$ cat src/rtl/pipeline_pkg.sv
// Shared pipeline definitions: mul/div sequencer state encoding and register-index width.
package pipeline_pkg;

  localparam int REG_IDX_W = 5;

  typedef enum logic {
    RUN     = 1'b0,
    MD_BUSY = 1'b1
  } md_state_e;

endpackage

$ cat src/rtl/load_use_detect.sv
// Flags a load in EX whose destination is read by the instruction in ID.
module load_use_detect
  import pipeline_pkg::*;
(
  input  logic [REG_IDX_W-1:0] id_rs1,
  input  logic [REG_IDX_W-1:0] id_rs2,
  input  logic                 id_use_rs1,
  input  logic                 id_use_rs2,
  input  logic [REG_IDX_W-1:0] ex_rd,
  input  logic                 ex_mem_read,
  output logic                 load_use
);

  logic rs1_match;
  logic rs2_match;

  assign rs1_match = id_use_rs1 && (id_rs1 == ex_rd);
  assign rs2_match = id_use_rs2 && (id_rs2 == ex_rd);

  // x0 is hardwired to zero, so a load targeting it never creates a dependency.
  assign load_use = ex_mem_read && (ex_rd != '0) && (rs1_match || rs2_match);

endmodule

$ cat src/rtl/hazard_control_unit.sv
// Pipeline hazard control: branch flush, load-use bubble and multi-cycle mul/div freeze.
module hazard_control_unit
  import pipeline_pkg::*;
#(
  parameter int MULDIV_CYCLES = 4
) (
  input  logic                 clk,
  input  logic                 reset,
  input  logic [REG_IDX_W-1:0] id_rs1,
  input  logic [REG_IDX_W-1:0] id_rs2,
  input  logic                 id_use_rs1,
  input  logic                 id_use_rs2,
  input  logic [REG_IDX_W-1:0] ex_rd,
  input  logic                 ex_mem_read,
  input  logic                 ex_branch_taken,
  input  logic                 ex_muldiv_start,
  output logic                 stall_pc,
  output logic                 stall_if_id,
  output logic                 flush_if_id,
  output logic                 stall_id_ex,
  output logic                 flush_id_ex,
  output logic                 flush_ex_mem,
  output logic                 muldiv_busy,
  output logic                 muldiv_done
);

  localparam int CNT_W = (MULDIV_CYCLES > 2) ? $clog2(MULDIV_CYCLES) : 1;
  localparam logic [CNT_W-1:0] CNT_LOAD = CNT_W'(MULDIV_CYCLES - 2);

  md_state_e        state_q, state_d;
  logic [CNT_W-1:0] cnt_q, cnt_d;
  logic             load_use;
  logic             in_run;
  logic             md_last;

  load_use_detect u_load_use_detect (
    .id_rs1      (id_rs1),
    .id_rs2      (id_rs2),
    .id_use_rs1  (id_use_rs1),
    .id_use_rs2  (id_use_rs2),
    .ex_rd       (ex_rd),
    .ex_mem_read (ex_mem_read),
    .load_use    (load_use)
  );

  assign in_run  = (state_q == RUN);
  assign md_last = (state_q == MD_BUSY) && (cnt_q == '0);

  always_comb begin
    state_d = state_q;
    cnt_d   = cnt_q;
    if (in_run) begin
      if (ex_muldiv_start && !ex_branch_taken) begin
        state_d = MD_BUSY;
        cnt_d   = CNT_LOAD;
      end
    end else if (cnt_q == '0) begin
      state_d = RUN;
    end else begin
      cnt_d = cnt_q - 1'b1;
    end
  end

  always_ff @(posedge clk) begin
    if (reset) begin
      state_q <= RUN;
      cnt_q   <= '0;
    end else begin
      state_q <= state_d;
      cnt_q   <= cnt_d;
    end
  end

  assign muldiv_busy = (state_q == MD_BUSY);

  // Priority in RUN is branch > mul/div start > load-use; in MD_BUSY EX is frozen,
  // so only the counter matters and the final cycle releases the pipeline.
  always_comb begin
    stall_pc     = 1'b0;
    stall_if_id  = 1'b0;
    flush_if_id  = 1'b0;
    stall_id_ex  = 1'b0;
    flush_id_ex  = 1'b0;
    flush_ex_mem = 1'b0;
    muldiv_done  = 1'b0;
    if (!reset) begin
      if (in_run) begin
        if (ex_branch_taken) begin
          flush_if_id = 1'b1;
          flush_id_ex = 1'b1;
        end else if (ex_muldiv_start) begin
          stall_pc     = 1'b1;
          stall_if_id  = 1'b1;
          stall_id_ex  = 1'b1;
          flush_ex_mem = 1'b1;
        end else if (load_use) begin
          stall_pc    = 1'b1;
          stall_if_id = 1'b1;
          flush_id_ex = 1'b1;
        end
      end else if (md_last) begin
        muldiv_done = 1'b1;
      end else begin
        stall_pc     = 1'b1;
        stall_if_id  = 1'b1;
        stall_id_ex  = 1'b1;
        flush_ex_mem = 1'b1;
      end
    end
  end

endmodule

$ cat config.mk
export PLATFORM = sky130hd
export DESIGN_NAME = hazard_control_unit
export DESIGN_NICKNAME = d
export VERILOG_FILES = /design/src/rtl/pipeline_pkg.sv /design/src/rtl/load_use_detect.sv /design/src/rtl/hazard_control_unit.sv
export SDC_FILE = /design/constraint.sdc
export NUM_CORES = 1
export LEC_CHECK = 0
export ABC_CLOCK_PERIOD_IN_PS = 1390
export CAP_MARGIN = 20
export CORE_AREA = 2 2 39 41
export DETAILED_ROUTE_END_ITERATION = 6
export DIE_AREA = 0 0 41 43
export PLACE_DENSITY = 0.69
export SKIP_CTS_REPAIR_TIMING = 1
export SYNTH_ARGS = -nofsm -noshare
export SYNTH_HDL_FRONTEND = slang
export SYNTH_SLANG_ARGS = --single-unit
$ cat constraint.sdc
create_clock -name clk -period 1.39 [get_ports clk]
set_input_delay 0.278 -clock clk [delete_from_list [all_inputs] [get_ports clk]]
set_output_delay 0.278 -clock clk [all_outputs]
set_load 0.02 [all_outputs]
==> results.json, run 1 <==
{
  "wl_mm": 1.47,
  "cts_buffer_depth": 2,
  "cts_root_buf": "clkbuf_4",
  "final_area_um2": 908,
  "worstPathArrival_ns": 1.51,
  "initial_utilization": 0.243,
  "period_needed_ns": 1.79,
  "stdcell_count": 102,
  "clk_pin_slew_worst_paths_ns": 0.03,
  "fin_nets": 110,
  "rsz0062_at_grt": "yes",
  "grt_pass1_wl_mm": 1.80,
  "finClkSkew_ns": 0.00665,
  "synth_warnings": 0,
  "synth_nets": 65,
  "antenna_found_initial": 0,
  "placement.io_buffers": 29,
  "grt_usage": 0.154,
  "cp_max_fo": 2,
  "synth_top_family_by_area": "simple AND/OR/NAND/NOR gates",
  "cts.sinks": 3,
  "end_kind": "output port",
  "synth.cell_area_um2": 337,
  "critPathLaunchType": "primary input",
  "syn_avg_cell_area_um2": 8.01,
  "ys_seq_area_frac": 0.178,
  "drc": 0,
  "drive_gt1_frac": 0.616,
  "synth-xor-area-share": 0.260,
  "hold_path.class": "in -> reg",
  "fin_total_pwr_mw": 0.505,
  "io_pins": 30,
  "peakVddDrop_mv": 0.633,
  "worst_slew_margin_rel": 0.830,
  "synth-seq-cells": 3,
  "first_pass_iters": 4,
  "failed_checks": "setup timing",
  "worst_slack_ns": -0.401,
  "yosysUniqueCellTypes": 21,
  "clk_latency_ns": 0.24,
  "via_per_inst": 4.64,
  "maxCapViolations": 0,
  "gp_congestion": 0.752,
  "cts_buffers": 3,
  "holdWs_ns": 0.466,
  "power_density_nw_per_um2": 556,
  "status": "finished, violations left",
  "grt_start_max_net_pins": 9,
  "placedCellCount": 92,
  "fp.dieH_um": 43,
  "die_w_um": 41,
  "vias": 473,
  "htreeDepth": 1,
  "cts_tree": "yes",
  "critical_path_class": "in -> out",
  "dp_slack_ns": -1.20,
  "finalSetupViolCount": 7,
  "finalCritPeriodShare": 1.29,
  "grt_pass1_vias": 467,
  "rows": 14,
  "power.leakage_nw": 0.474,
  "drtAntennaViolNets": 0,
  "core_area_um2": 1380,
  "worstMarginPinSlew_ns": 0.254,
  "avgRoutedWirePerCell_um": 14.4,
  "placed_area_um2": 697,
  "synth_compound_area_frac": 0.149,
  "die_area_um2": 1760,
  "fmax_mhz": 558,
  "synthMuxAreaShare": 0,
  "n_fill_cell": 116,
  "synth_fa_ha_area_frac": 0.0372,
  "area_growth_syn_to_layout_pct": 170,
  "synthSimpleGateAreaFrac": 0.297,
  "diodes": 0,
  "cp_data_required_time_ns": 1.11,
  "grt_remaining_overflow": 0,
  "drt_iter0_markers": 2,
  "hpwl_um": 913,
  "syn_inst": 42,
  "final-max-slew-violation-count": 0,
  "final_hold_viol_count": 0
}
## through the flow
| step | utilization | TNS [ns] |
|---|---|---|
| after floorplan | - | -0.852 |
| after global placement | 0.504 | -6.37 |
| after detailed placement | 0.504 | -6.38 |
| after CTS | 0.523 | -6.41 |
| after global routing | 0.656 | -1.86 |
| final | 0.656 | -1.44 |
## layout by cell type (no fill, tap or decap)
master / count
xnor2_1: 2
buf_6: 7
clkdlybuf4s50_1: 2
dlymetal6s2s_1: 13
nand2_2: 1
nor3b_4: 2
or4_4: 1
nand2_1: 1
xor2_4: 1
nor3_1: 1
or4_1: 1
nor2b_4: 1
dfxtp_1: 1
clkbuf_2: 2
xor2_1: 4
nor2_4: 3
o21bai_1: 1
o21ai_2: 1
nor4_2: 2
clkbuf_4: 3
clkbuf_1: 1
a32oi_1: 1
dfxtp_2: 2
buf_2: 2
nor2_1: 4
buf_8: 1
o32ai_2: 1
inv_2: 2
and2_1: 1
ha_4: 1
a221oi_2: 1
buf_4: 16
xor2_2: 3
## cells in the mapped netlist
| master | number | area share |
|---|---|---|
| inv_1 | 2 | 0.022 |
| nor3b_1 | 2 | 0.045 |
| dfxtp_1 | 3 | 0.18 |
| buf_4 | 2 | 0.045 |
| xor2_1 | 8 | 0.21 |
| nor2_1 | 7 | 0.078 |
| nor3_1 | 1 | 0.015 |
| ha_1 | 1 | 0.037 |
| xnor2_1 | 2 | 0.052 |
| a221oi_1 | 1 | 0.026 |
| nor4_2 | 1 | 0.037 |
| nand2_1 | 2 | 0.022 |
| a32oi_1 | 1 | 0.026 |
| or4_1 | 2 | 0.045 |
| o21ai_2 | 1 | 0.026 |
| nor2b_1 | 1 | 0.019 |
| o32ai_2 | 1 | 0.048 |
| nor4_1 | 1 | 0.019 |
| clkbuf_1 | 1 | 0.011 |
| o21bai_1 | 1 | 0.022 |
| and2_0 | 1 | 0.019 |
## where the power goes
part	switching, mW	internal, mW	total [mW]
sequential	0.00253	0.0920	0.0946
combinational	0.110	0.141	0.251
clock	0.0519	0.108	0.160
## worst paths after layout
kind / startpoint / to / slack (ns) / cells past startpoint
worst max-delay path: id_rs2[0] / stall_if_id / -0.40 / 6
worst min register to register: cnt_q[0] / cnt_q[0] / 0.50 / 2
worst max register to register: cnt_q[0] / cnt_q[1] / 0.09 / 7
worst min-delay path: reset / cnt_q[1] / 0.47 / 3
## metal layers
metal  vias up  GRT usage  routed length [µm]
met5         -          0                   0
met4         0     0.0800                  24
met3         4     0.0576                 119
met2        19      0.259                 876
met1       219      0.151                 445
li1        231          -                   -
## critical path, stage by stage
cell            delay (ns)
dlymetal6s2s_1        0.13
xor2_1                0.17
nor4_2                0.30
a32oi_1               0.12
o32ai_2               0.33
buf_4                 0.20
## cell families after synthesis
group,after synthesis
xor+xnor,10
fa+ha+maj,1
buf+inv,5
compound gates,5
flops,3
simple gates,18
## flip-flops by register name (all words and copies together) (netlist names)
| register | count |
|---|---|
| muldiv_busy | 1 |
| cnt_q | 2 |
## final cells by class
type,count,area (µm²),share of cell area
Tap cell,16,20.0,0.0220
Sequential cell,3,62.6,0.0689
Multi-Input combinational cell,34,375,0.413
Clock buffer,4,26.3,0.0289
Timing Repair Buffer,43,417,0.459
Inverter,2,7.51,0.00826
(Power assumes the default switching activity.)
==> inputs of run 2 (changes only) <==
--- a/config.mk
+++ b/config.mk
@@ -14,4 +14,5 @@
 export SKIP_CTS_REPAIR_TIMING = 1
 export SYNTH_ARGS = -nofsm -noshare
 export SYNTH_HDL_FRONTEND = slang
+export SYNTH_HIERARCHICAL = 1
 export SYNTH_SLANG_ARGS = --single-unit
==> constraint.sdc (replaced) <==
create_clock -name clk -period 1.39 [get_ports clk]
set_input_delay 0.139 -clock clk [delete_from_list [all_inputs] [get_ports clk]]
set_output_delay 0.139 -clock clk [all_outputs]
set_load 0.02 [all_outputs]
==> results.json, run 2 <==
{
  "critPathLaunchType": "primary input",
  "grt_pass1_wl_mm": 1.67,
  "yosysUniqueCellTypes": 22,
  "htreeDepth": 1,
  "top_register": "cnt_q",
  "synth_most_common_cell": "xor2_1",
  "synth-main-ff-cell": "dfxtp_1",
  "avgRoutedWirePerCell_um": 10.1,
  "worstMarginPinSlew_ns": 0.252,
  "layout_common_cells": "dlymetal6s2s_1, buf_4, clkdlybuf4s50_1",
  "peakVddDrop_mv": 0.326,
  "period_needed_ns": 1.67,
  "die_area_um2": 1760,
  "wl_met3_um": 114,
  "utilization": 0.603,
  "diodes": 0,
  "fp.dieH_um": 43,
  "core_area_um2": 1380,
  "fmax_mhz": 598,
  "vias": 448,
  "clk_pin_slew_worst_paths_ns": 0.04,
  "syn_inst": 45,
  "finalCritPeriodShare": 1.20,
  "cts_tree": "yes",
  "final_hold_viol_count": 0,
  "yosys.area.top_type_share": 0.209,
  "layout_commonest_cell": "dlymetal6s2s_1",
  "ys_top_cells_by_count": "xor2_1, nor2_1, a21oi_1, dfxtp_1, inv_1",
  "grt_start_max_net_pins": 7,
  "wl_mm": 1.03,
  "drc": 0,
  "rr_endpoint": "cnt_q[0]",
  "hpwl_um": 849,
  "cp_max_fo": 2,
  "fin_nets": 110,
  "r2r_slack_ns": 0.13,
  "initial_utilization": 0.242,
  "wl_met2_um": 537,
  "n_fill_cell": 133,
  "synth-seq-cells": 3,
  "cts.sinks": 3,
  "rows": 14,
  "drt_iter0_markers": 4,
  "synthArstFlopShare": 0,
  "worstSetupStartpoint": "ex_rd[1]",
  "syn_avg_cell_area_um2": 7.45,
  "grt_pass1_vias": 472,
  "io_pins": 30,
  "final-max-slew-violation-count": 0,
  "worst_slack_ns": -0.282,
  "cts_buffer_depth": 2,
  "hold_end": "cnt_q[0]",
  "critical_path_class": "in -> out",
  "antenna_found_initial": 0,
  "cts_root_buf": "clkbuf_4",
  "largest_register_ffs": 2,
  "r2r_cells": 6,
  "die_w_um": 41,
  "first_pass_iters": 4,
  "synth_nets": 68,
  "min_path_cells": 1,
  "power.leakage_nw": 0.471,
  "placement.io_buffers": 29,
  "grt_usage": 0.138,
  "stdcell_count": 102,
  "worstPathArrival_ns": 1.53,
  "top_layer": "met3",
  "hold_start": "cnt_q[0]",
  "r2r-start": "cnt_q[0]",
  "fin_total_pwr_mw": 0.450,
  "setup_tns_ns": -0.766,
  "rsz0062_at_grt": "yes",
  "worst_slew_margin_rel": 0.832,
  "drtAntennaViolNets": 0,
  "gp_congestion": 0.671,
  "finalSetupViolCount": 3,
  "multiInputGateArea_um2": 298,
  "end_kind": "output port",
  "power_density_nw_per_um2": 539,
  "cts_buffers": 3,
  "grt_remaining_overflow": 0,
  "hold_path.class": "reg -> reg",
  "area_growth_syn_to_layout_pct": 149,
  "synth.area.top_cells": "xor2_1, dfxtp_1, nor2_1, xnor2_1, a21oi_1",
  "ys_seq_area_frac": 0.179,
  "clk_latency_ns": 0.23,
  "via_per_inst": 4.39,
  "placedCellCount": 98,
  "maxCapViolations": 0,
  "synth_warnings": 6,
  "wl_met1_um": 375,
  "status": "finished, violations left",
  "synth_top_area_cell": "xor2_1",
  "register_area_um2": 63.8,
  "synth.cell_area_um2": 335,
  "failed_checks": "setup timing",
  "synth-edff-count": 0,
  "cp_data_required_time_ns": 1.25,
  "drive_gt1_frac": 0.407,
  "finClkSkew_ns": 0.000127
}
run 2: cell families (layout without fill, tap and decap cells):
family                   Yosys count  in the layout  synth area share
AND/OR/NAND/NOR                   18             18             0.313
XOR/XNOR                          10             10             0.261
AO/OA/AOI/OAI                      7              7             0.119
buffers and inverters              6             47            0.0895
flip-flops                         3              3             0.179
adder cells (fa/ha/maj)            1              1            0.0373
run 2: worst max path at each step:
stage / end / slack [ns] / depth (start not counted)
after detailed placement: flush_id_ex / -0.98 / 8
after global placement: flush_id_ex / -0.98 / 8
final: flush_id_ex / -0.28 / 9
after CTS: flush_id_ex / -0.98 / 8
after global routing: flush_id_ex / -0.45 / 9
after floorplan: stall_pc / -0.09 / 7
run 2: cell type report:
cell class              count  share of cell area
repair buffers             40               0.498
flip-flops and latches      3              0.0765
well taps                  16              0.0240
multi-input cells          36               0.357
inverters                   3              0.0135
clock buffers               4              0.0315
run 2: critical path: stages:
cell and delay, ns:
buf_6 0.10, buf_6 0.11, xor2_2 0.17, nor4_2 0.28
nand3_1 0.12, a21oi_2 0.18, a21oi_1 0.08, nor3_1 0.17
buf_2 0.19
run 2: where the power goes:
group | internal, mW | switching, mW
Sequential | 0.0924 | 0.00413
Clock | 0.108 | 0.0457
Combinational | 0.121 | 0.0794
Total | 0.321 | 0.129
run 2: routing by layer:
| metal | vias up | track usage |
|---|---|---|
| met5 | - | 0 |
| met1 | 188 | 0.124 |
| met2 | 26 | 0.247 |
| met4 | 0 | 0.0200 |
| li1 | 234 | - |
| met3 | 0 | 0.0890 |
run 2: per-stage QoR:
step                      hold slack [ns]  instance area [µm²]  worst slack (ns)
after floorplan                     0.419                  347           -0.0938
after global placement              0.432                  721            -0.976
after detailed placement            0.437                  721            -0.976
after CTS                           0.460                  747            -0.979
after global routing                0.456                  835            -0.451
final                               0.439                  835            -0.282
==> inputs of run 3 (changes only) <==
--- a/config.mk
+++ b/config.mk
@@ -5,7 +5,6 @@
 export SDC_FILE = /design/constraint.sdc
 export NUM_CORES = 1
 export LEC_CHECK = 0
-export ABC_CLOCK_PERIOD_IN_PS = 1390
 export CAP_MARGIN = 20
 export CORE_AREA = 2 2 39 41
 export DETAILED_ROUTE_END_ITERATION = 6
==> results of run 3 <==
Same layout as run 2: the final DEF is identical, and so are final timing and power.
